## config.mk

```make
export PLATFORM = sky130hd
export DESIGN_NAME = controle_processador
export DESIGN_NICKNAME = d
export VERILOG_FILES = /design/src/rtl/controle_processador.sv
export SDC_FILE = /design/constraint.sdc
export NUM_CORES = 1
export LEC_CHECK = 0
export ABC_AREA = 1
export CORE_AREA = 2 2 49 51
export CTS_BUF_LIST = sky130_fd_sc_hd__clkbuf_16
export CTS_CLUSTER_DIAMETER = 50
export DETAILED_ROUTE_END_ITERATION = 8
export DIE_AREA = 0 0 51 53
export HOLD_SLACK_MARGIN = 0.1
export PLACE_DENSITY = 0.74
export SLEW_MARGIN = 15
export SYNTH_ARGS = -nofsm -noshare
export SYNTH_HDL_FRONTEND = slang
export SYNTH_SLANG_ARGS = --single-unit
```

## constraint.sdc

```tcl
create_clock -name Clock -period 3.6 [get_ports Clock]
set_input_delay 1.08 -clock Clock [delete_from_list [all_inputs] [get_ports Clock]]
set_output_delay 1.08 -clock Clock [all_outputs]
set_load 0.05 [all_outputs]
```

## src/rtl/controle_processador.sv

```systemverilog
// Multicycle control unit for the 8-register bus processor: fetches III XXX YYY
// instructions and sequences the datapath enables over steps T0..T3.
module controle_processador #(
   parameter int unsigned SEL_W = 3,
   parameter int unsigned OP_W  = 3
) (
   input  logic                        Clock,
   input  logic                        Reset,
   input  logic                        Run,
   input  logic [OP_W+2*SEL_W-1:0]     DIN,
   output logic                        IRin,
   output logic [(2**SEL_W)-1:0]       Rin,
   output logic [(2**SEL_W)-1:0]       Rout,
   output logic                        DINout,
   output logic                        Gout,
   output logic                        Ain,
   output logic                        Gin,
   output logic                        AddSub,
   output logic                        Done
);

   localparam int unsigned REG_N = 2**SEL_W;
   localparam int unsigned IR_W  = OP_W + 2*SEL_W;

   localparam logic [OP_W-1:0] OP_MV  = OP_W'(0);
   localparam logic [OP_W-1:0] OP_MVI = OP_W'(1);
   localparam logic [OP_W-1:0] OP_ADD = OP_W'(2);
   localparam logic [OP_W-1:0] OP_SUB = OP_W'(3);

   typedef enum logic [1:0] {T0, T1, T2, T3} step_t;

   step_t             state, next_state;
   logic [IR_W-1:0]   ir;
   logic [OP_W-1:0]   op;
   logic [SEL_W-1:0]  rx, ry;

   assign op = ir[IR_W-1 -: OP_W];
   assign rx = ir[2*SEL_W-1 -: SEL_W];
   assign ry = ir[SEL_W-1:0];

   // Same 3->8 one-hot decode as the register-file decoder
   function automatic logic [REG_N-1:0] dec(input logic [SEL_W-1:0] n);
      return REG_N'(1) << n;
   endfunction

   // Step counter and instruction register
   always_ff @(posedge Clock) begin
      if (Reset) begin
         state <= T0;
         ir    <= '0;
      end else begin
         state <= next_state;
         if (state == T0 && Run)
            ir <= DIN;
      end
   end

   // Next step and datapath enables; Reset forces every output low
   always_comb begin
      next_state = state;
      IRin       = 1'b0;
      Rin        = '0;
      Rout       = '0;
      DINout     = 1'b0;
      Gout       = 1'b0;
      Ain        = 1'b0;
      Gin        = 1'b0;
      AddSub     = 1'b0;
      Done       = 1'b0;

      case (state)
         T0: begin
            if (Run) begin
               IRin       = 1'b1;
               next_state = T1;
            end
         end
         T1: begin
            next_state = T0;
            case (op)
               OP_MV: begin
                  Rout = dec(ry);
                  Rin  = dec(rx);
                  Done = 1'b1;
               end
               OP_MVI: begin
                  DINout = 1'b1;
                  Rin    = dec(rx);
                  Done   = 1'b1;
               end
               OP_ADD, OP_SUB: begin
                  Rout       = dec(rx);
                  Ain        = 1'b1;
                  next_state = T2;
               end
               default: Done = 1'b1;
            endcase
         end
         T2: begin
            Rout       = dec(ry);
            Gin        = 1'b1;
            AddSub     = (op == OP_SUB);
            next_state = T3;
         end
         T3: begin
            Gout       = 1'b1;
            Rin        = dec(rx);
            Done       = 1'b1;
            next_state = T0;
         end
         default: next_state = T0;
      endcase

      if (Reset) begin
         IRin   = 1'b0;
         Rin    = '0;
         Rout   = '0;
         DINout = 1'b0;
         Gout   = 1'b0;
         Ain    = 1'b0;
         Gin    = 1'b0;
         AddSub = 1'b0;
         Done   = 1'b0;
      end
   end

endmodule

```

==> flow_metrics.tcl, run 1 <==
set metrics [dict create \
    status "complete, no violations" \
    num_antenna_cells 0 \
    syn-instance-count 133 \
    synth_ff_type "dfxtp_1" \
    synth_top_area_cell "dfxtp_1" \
    synth.distinct_cells 22 \
    firstDrtPassIters 4 \
    finalMaxSlewViolations 0 \
    crit_slowest_cell "clkdlybuf4s50_1" \
    cap_viol_max_count 0 \
    synthMuxAreaShare_pct 0 \
    ant_nets 0 \
    startpoint "Reset" \
    finalPower_mw 0.641 \
    die_y_um 53 \
    max_freq_mhz 278 \
    drt_iter0_markers 19 \
    initial_core_util_pct 39.2 \
    grt.total_usage_pct 21.5 \
    place_hpwl_um 1990 \
    finalCritPeriodShare_pct 99.8 \
    synth.most_common_cell "nand2_1" \
    gp_congestion 0.801 \
    regArea_um2 220 \
    clkSlewWorstSetupHoldPaths_ps 40 \
    syn_avg_cell_area_um2 6.33 \
    die_x_um 51 \
    wl_per_cell_um 12.9 \
    num_io_pins 35 \
    hold-worst-slack_ps 527 \
    synth_top_family_by_area "simple AND/OR/NAND/NOR gates" \
    ys_seq_area_share_pct 26.2 \
    finalSetupViolCount 0 \
    cts_tree "done" \
    path_common_cell "inv_2" \
    cp_slowest_stage_delay_ps 490 \
    holdCritStartpoint "ir[6]" \
    rsz0062_at_grt "true" \
    worstSetupStartpointType "primary input" \
    cp-end-kind "output port" \
    cts_root_buf "clkbuf_16" \
    crit_family "buffers and inverters" \
    rows 17 \
    h-tree-depth 1 \
    crit_required_ps 2520 \
    grt_pass1_wl_um 4380 \
    p_leak_nw 0.597 \
    final_nets 190 \
    die_area_um2 2700 \
    grt_max_degree 19 \
    crit_chain "clkdlybuf4s50_1 > inv_2 > nand2_1 > inv_2 > a21oi_4 > nor4_1 > buf_12" \
    synthSimpleGateAreaFrac_pct 33.9 \
    skew_ps 4.11 \
    cp_max_fo 8 \
    power_density_nw_per_um2 411 \
    path_class "primary input to output port" \
    slew_headroom_pct 66.2 \
    hold_viol 0 \
    synth_nets 150 \
    ir_worst_vdd_v 0.000311 \
    synth_area_um2 842 \
    fillCellCount 148 \
    ys_ff_latch 11 \
    worst_pin_slew_ps 502 \
    core_area_um2 2150 \
    reg2reg_depth 6 \
    cts_buffers 3 \
    synth-async-reset-ratio_pct 0 \
    clock-sinks 11 \
    hp-class "flip-flop to flip-flop" \
    port_buffers 34 \
    clockBufferDepth 2 \
    finalSetupTns_ps 0 \
    fin_crit_ps 3590 \
    yosys_warnings 0 \
    synthTopCellsByCount "21 x nand2_1, 16 x a21oi_1, 16 x nor3_1" \
    synth_area_leaders "dfxtp_1 26%, a21oi_1 9.5%, nor3_1 9.5%" \
    syn2layout_area_growth_pct 85.4 \
    gr-total-overflow 0 \
    viasPerCell 5.25 \
    synth-adder-area-share_pct 7.43 \
    multi_input_area_um2 568 \
    drt-total-wl_um 2590 \
    synth_compound_gate_area_share_pct 22.9 \
    vias 1049 \
    timing.rr.start "state[0]" \
    drc 0 \
    synth_enable_flop_cells 0 \
    synth_xor_area_share_pct 0 \
    synth_top_area_share_pct 26.2 \
    critical_path_buf_inv_count 4 \
    drive_gt1_share_pct 29.1 \
    utilization_pct 72.7 \
    hold_depth 2 \
    antenna_found_initial 0 \
    worst_ep_arrival_time_ps 2510 \
    cp_num_cells 7 \
    clock_latency_ps 240 \
    grt_pass1_vias 1009 \
]
==> kinds of logic (layout without fill, tap and decap cells) <==
kind of cell | after synthesis | after routing
adders and majority gates | 5 | 5
DFF | 11 | 11
buffers and inverters | 21 | 60
AOI/OAI and AO/OA | 33 | 33
and+or+nand+nor | 63 | 63
==> path summary, 6_finish.rpt <==
check | slack (ps) | endpoint
worst max-delay path | 8 | Rin[1]
worst min register to register | 530 | ir[6]
worst min-delay path | 530 | ir[6]
worst max register to register | 2270 | state[0]
==> metal layers <==
| layer | track usage, % | part of all wire [%] | wire [µm] | vias up |
|---|---|---|---|---|
| met5 | 0 | 0 | 0 | - |
| met2 | 40.0 | 51 | 1330 | 42 |
| met3 | 4.52 | 6.3 | 164 | 6 |
| met4 | 8.56 | 1.6 | 41 | 0 |
| li1 | - | - | - | 530 |
| met1 | 23.7 | 41 | 1060 | 471 |
==> registers in the layout (all words and copies together) (netlist names), named ones only <==
| signal | count |
|---|---|
| state | 1 |
| ir | 9 |
==> what timing repair did <==
action                     in CTS  in global routing
gates resized for setup         1                  4
hold buffers                    0                  0
setup endpoints to repair       1                 11
buffers inserted                0                  0
==> per-stage QoR <==
step	std cells	setup slack [ps]	instance area, µm²
3_3_place_gp	196	81.3	1460
5_1_grt	200	-82.0	1560
3_5_place_dp	196	-17.4	1460
6_report	200	8.01	1560
2_1_floorplan	133	-427	850
4_1_cts	200	8.88	1550
==> final cells by class <==
type	instances	area share [%]
flip-flops and latches	11	14.1
repair buffers	39	38.1
multi-input cells	101	36.4
clock inverters	1	0.240
clock buffers	3	4.81
well taps	28	2.24
inverters	17	4.09
==> worst register-to-register path, cell delays in order, from the launching register on <==
cell and delay, ps:
dfxtp_1 330, inv_1 140, ha_1 190, inv_1 40, nor2_1 190, nor3_1 70
a211oi_1 260
==> placed cells by master, fill, tap and decap left out, drive strengths merged, types with 11 or more instances in the layout <==
cell	Yosys	layout
nand2	22	22
nor3	16	16
o21ai	13	13
a21oi	18	18
clkdlybuf4s50	0	11
buf	2	28
inv	17	18
nor2	15	15
dfxtp	11	11
==> power breakdown <==
part           internal (mW)  switching [mW]  leakage [nW]  total [mW]
logic                 0.0991           0.168         0.463       0.268
clock network          0.146          0.0560        0.0423       0.202
registers              0.143          0.0283        0.0911       0.172
total                  0.389           0.253         0.597       0.641
Power figures use the tool's default switching activity.
==> inputs of run 2 (changes only) <==
- CORE_AREA: 2 2 49 51 -> 4 4 51 53
- DIE_AREA: 0 0 51 53 -> 0 0 55 57
==> flow_metrics.tcl, run 2 (same netlist as run 1, synthesis figures left out) <==
set metrics [dict create \
    status "complete, no violations" \
    timing.rr.start "state[0]" \
    syn2layout_area_growth_pct 86.3 \
    h-tree-depth 1 \
    port_buffers 34 \
    worst_ep_arrival_time_ps 2210 \
    finalCritPeriodShare_pct 91.3 \
    drt-total-wl_um 2610 \
    place_ws_ps -31.6 \
    cp_max_fo 8 \
    worst_pin_slew_ps 479 \
    antenna_found_initial 0 \
    clock_latency_ps 240 \
    ir_worst_vdd_v 0.000307 \
    finalSetupTns_ps 0 \
    cts_hold_buf 0 \
    cts_root_buf "clkbuf_16" \
    hp-class "flip-flop to flip-flop" \
    crit_required_ps 2520 \
    grt_pass1_vias 1005 \
    final_common_cell "buf_12" \
    crit_chain "dlymetal6s2s_1 > nor2_2 > a21oi_4 > nor4_1 > buf_12" \
    critical_path_buf_inv_count 2 \
    cts_buffers 3 \
    grt_pass1_wl_um 4320 \
    ff2ff_setup_slack_ps 2300 \
    final_nets 188 \
    vias 1049 \
    cp_num_cells 5 \
    layout_setup_ws_ps 313 \
    drc 0 \
    finalPower_mw 0.637 \
    hold_viol 0 \
    cts_resized 1 \
    rows 17 \
    clock-sinks 11 \
    path_class "primary input to output port" \
    largest_register_ffs 9 \
    max_freq_mhz 304 \
    ant_nets 0 \
    wl_per_cell_um 13.2 \
    gr-total-overflow 0 \
    worstSetupStartpointType "primary input" \
    gp_congestion 0.831 \
    startpoint "Reset" \
    skew_ps 4.76 \
    initial_core_util_pct 39.2 \
    fin_crit_ps 3290 \
    reg2reg_depth 7 \
    crit_slowest_cell "nor4_1" \
    final_cell_mix "22 x buf_12, 20 x nand2_1, 15 x nor3_1" \
    slew_headroom_pct 67.7 \
    viasPerCell 5.30 \
    p_leak_nw 0.595 \
    grt.total_usage_pct 18.1 \
    drive_gt1_share_pct 31.2 \
    die_y_um 57 \
    cp-end-kind "output port" \
    core_area_um2 2150 \
    hold_depth 2 \
    post_cts_buffers 0 \
    num_io_pins 35 \
    rsz0062_at_grt "false" \
    finalMaxSlewViolations 0 \
    power_density_nw_per_um2 406 \
    drt_iter0_markers 20 \
    top_register "ir" \
    die_x_um 55 \
    clkSlewWorstSetupHoldPaths_ps 40 \
    place_hpwl_um 2020 \
    crit_family "simple AND/OR/NAND/NOR gates" \
    cts_tree "done" \
    cap_viol_max_count 0 \
    num_antenna_cells 0 \
    largestRegisters "ir (9), state (1)" \
    grt_max_degree 19 \
    crit_end "Rin[1]" \
    cp_slowest_stage_delay_ps 390 \
    finalSetupViolCount 0 \
    die_area_um2 3140 \
    clockBufferDepth 2 \
    firstDrtPassIters 4 \
]
[run 2: through the flow]
step	util [%]	cell area [µm²]	instances	hold WS, ps
3_3_place_gp	67.4	1450	194	505
3_5_place_dp	67.4	1450	194	516
4_1_cts	71.3	1530	198	522
6_report	73.0	1570	198	517
2_1_floorplan	-	850	133	483
5_1_grt	73.0	1570	198	555
[run 2: cell type report]
cell class / count / area [µm²]
clock buffer: 3 / 75.1
clock inverter: 1 / 3.75
fill: 153 / 579
inverter: 17 / 63.8
multi-input combinational: 101 / 588
sequential: 11 / 220
tap: 28 / 35.0
timing repair buffer: 37 / 583
[run 2: how the worst min path moves through the flow]
stage,from,end
2_1_floorplan,ir[6],ir[6]
3_3_place_gp,ir[6],ir[6]
3_5_place_dp,ir[6],ir[6]
4_1_cts,ir[7],ir[7]
5_1_grt,ir[6],ir[6]
6_report,ir[6],ir[6]
[run 2: worst register-to-register path: cells and delay by family (launching register included)]
kind	cells	cell delay (ps)
compound gates	2	220
fa+ha+maj	1	190
buf+inv	2	190
flops	1	330
simple gates	2	250
[run 2: power by group]
part           internal, mW  switching [mW]
Sequential            0.144          0.0296
Combinational        0.0958           0.169
Clock                 0.146          0.0539
[run 2: per-layer routing]
| metal | vias up | part of all wire, % | GRT usage, % |
|---|---|---|---|
| li1 | 525 | - | - |
| met1 | 477 | 39 | 21.9 |
| met2 | 40 | 51 | 30.6 |
| met3 | 7 | 7.0 | 4.18 |
| met4 | 0 | 2.1 | 6.25 |
| met5 | - | 0 | 0 |
==> inputs of run 3 (changes only) <==
- SETUP_SLACK_MARGIN: unset -> 0.4
==> flow_metrics.tcl, run 3 (same netlist as run 1, synthesis figures left out) <==
set metrics [dict create \
    status "complete, no violations" \
    r2r_end "ir[6]" \
    power_density_nw_per_um2 407 \
    num_antenna_cells 0 \
    finalSetupTns_ps 0 \
    drt_iter0_markers 30 \
    die_area_um2 3140 \
    holdCritStartpoint "ir[7]" \
    final_cell_mix "21 x nand2_1, 21 x buf_12, 16 x a21oi_1" \
    hold_depth 2 \
    port_buffers 34 \
    top_register "ir" \
    antenna_found_initial 0 \
    cap_viol_max_count 0 \
    cts_root_buf "clkbuf_16" \
    clockBufferDepth 2 \
    clkSlewWorstSetupHoldPaths_ps 40 \
    skew_ps 1.38 \
    finalCritPeriodShare_pct 87.2 \
    worstSetupStartpointType "primary input" \
    grt_pass1_vias 1047 \
    crit_required_ps 2520 \
    timing.rr.start "state[0]" \
    grt_max_degree 19 \
    rows 17 \
    slew_headroom_pct 70.9 \
    die_y_um 57 \
    reg2reg_depth 6 \
    core_area_um2 2150 \
    drive_gt1_share_pct 32.8 \
    final_nets 195 \
    hold_viol 0 \
    gp_congestion 0.831 \
    clock-sinks 11 \
    fillCellCount 137 \
    firstDrtPassIters 4 \
    largest_register_ffs 9 \
    cts_buffers 3 \
    cts_tree "done" \
    cp_slowest_stage_delay_ps 320 \
    num_io_pins 35 \
    gr-total-overflow 0 \
    p_leak_nw 0.629 \
    hp-class "flip-flop to flip-flop" \
    worst_ep_arrival_time_ps 2060 \
    path_class "primary input to output port" \
    vias 1076 \
    die_x_um 55 \
    p_int_mw 0.399 \
    seqPwrFrac_pct 26.6 \
    finalSetupViolCount 0 \
    place_hpwl_um 2040 \
    h-tree-depth 1 \
    initial_core_util_pct 39.2 \
    clock_latency_ps 240 \
    min_to "ir[7]" \
    fin_crit_ps 3140 \
    p_sw_share_pct 40.9 \
    grt_pass1_wl_um 4640 \
    hold-worst-slack_ps 553 \
    cp-end-kind "output port" \
    wl_per_cell_um 13.7 \
    ant_nets 0 \
    power_frac_comb_pct 43.1 \
    ir_worst_vdd_v 0.000352 \
    grt.total_usage_pct 20.0 \
    crit_slowest_cell "a21oi_1" \
    drc 0 \
    viasPerCell 5.25 \
    max_freq_mhz 319 \
    finalMaxSlewViolations 0 \
    p_switching_mw 0.275 \
    clkPwrFrac_pct 30.3 \
    largestRegisters "ir (9), state (1)" \
    rsz0062_at_grt "false" \
    cp_max_fo 8 \
    syn2layout_area_growth_pct 96.9 \
    worst_pin_slew_ps 435 \
    crit_chain "buf_2 > inv_2 > buf_4 > nand2_1 > a21oi_1 > buf_12" \
    ff2ff_setup_slack_ps 2280 \
    drt-total-wl_um 2800 \
]
-- run 3: power groups by stage --
stage | registers (mW) | clock network [mW] | logic (mW)
floorplan | 0.163 | 0 | 0.181
CTS | 0.179 | 0.207 | 0.287
global route | 0.183 | 0.216 | 0.315
finish | 0.180 | 0.204 | 0.290
detailed placement | 0.176 | 0 | 0.264
global placement | 0.174 | 0 | 0.258
-- run 3: metal layers --
layer | GRT usage [%] | up-vias | share of wire [%]
li1 | - | 543 | -
met1 | 21.7 | 490 | 41
met2 | 36.5 | 39 | 51
met3 | 3.13 | 4 | 6.5
met4 | 8.33 | 0 | 1.6
met5 | 0 | - | 0
-- run 3: how the worst max path moves through the flow --
stage               to  slack (ps)  depth (start not counted)   from
2_1_floorplan   Rin[1]         140                          5  Reset
3_3_place_gp    Rin[0]         100                          7  Reset
3_5_place_dp    Rin[0]          60                          7  Reset
4_1_cts         Rin[1]         460                          8  Reset
5_1_grt        Rout[5]         400                          6  Reset
6_report       Rout[3]         460                          6  Reset
-- run 3: repair_timing --
item                       4_1_cts  5_1_grt
setup endpoints to repair       19        1
hold endpoints to repair         0        0
setup buffers                    5        0
resized for setup                9        0
pin swaps                        2        1
hold buffers                     0        0
-- run 3: layout make-up --
type                    instances  area (µm²)  share of cell area (%)
well taps                      28        35.0                    2.11
multi-input cells             101         644                    38.9
clock buffers                   3        75.1                    4.53
repair buffers                 44         616                    37.1
clock inverters                 1        3.75                   0.226
inverters                      17        63.8                    3.85
flip-flops and latches         11         220                    13.3
-- run 3: through the flow --
step                      instances  setup slack (ps)  area (µm²)  power (mW)  util, %
after floorplan                 133               139         902       0.344        -
after global placement          196               103        1490       0.432     69.4
after detailed placement        196              63.7        1490       0.440     69.4
after CTS                       205               463        1660       0.673     77.2
after global routing            205               404        1660       0.713     77.2
final                           205               461        1660       0.674     77.2
-- run 3: worst max-delay path, delay by kind of cell --
kind	cells	cell delay [ps]
buf+inv	4	490
compound gates	1	320
simple gates	1	170
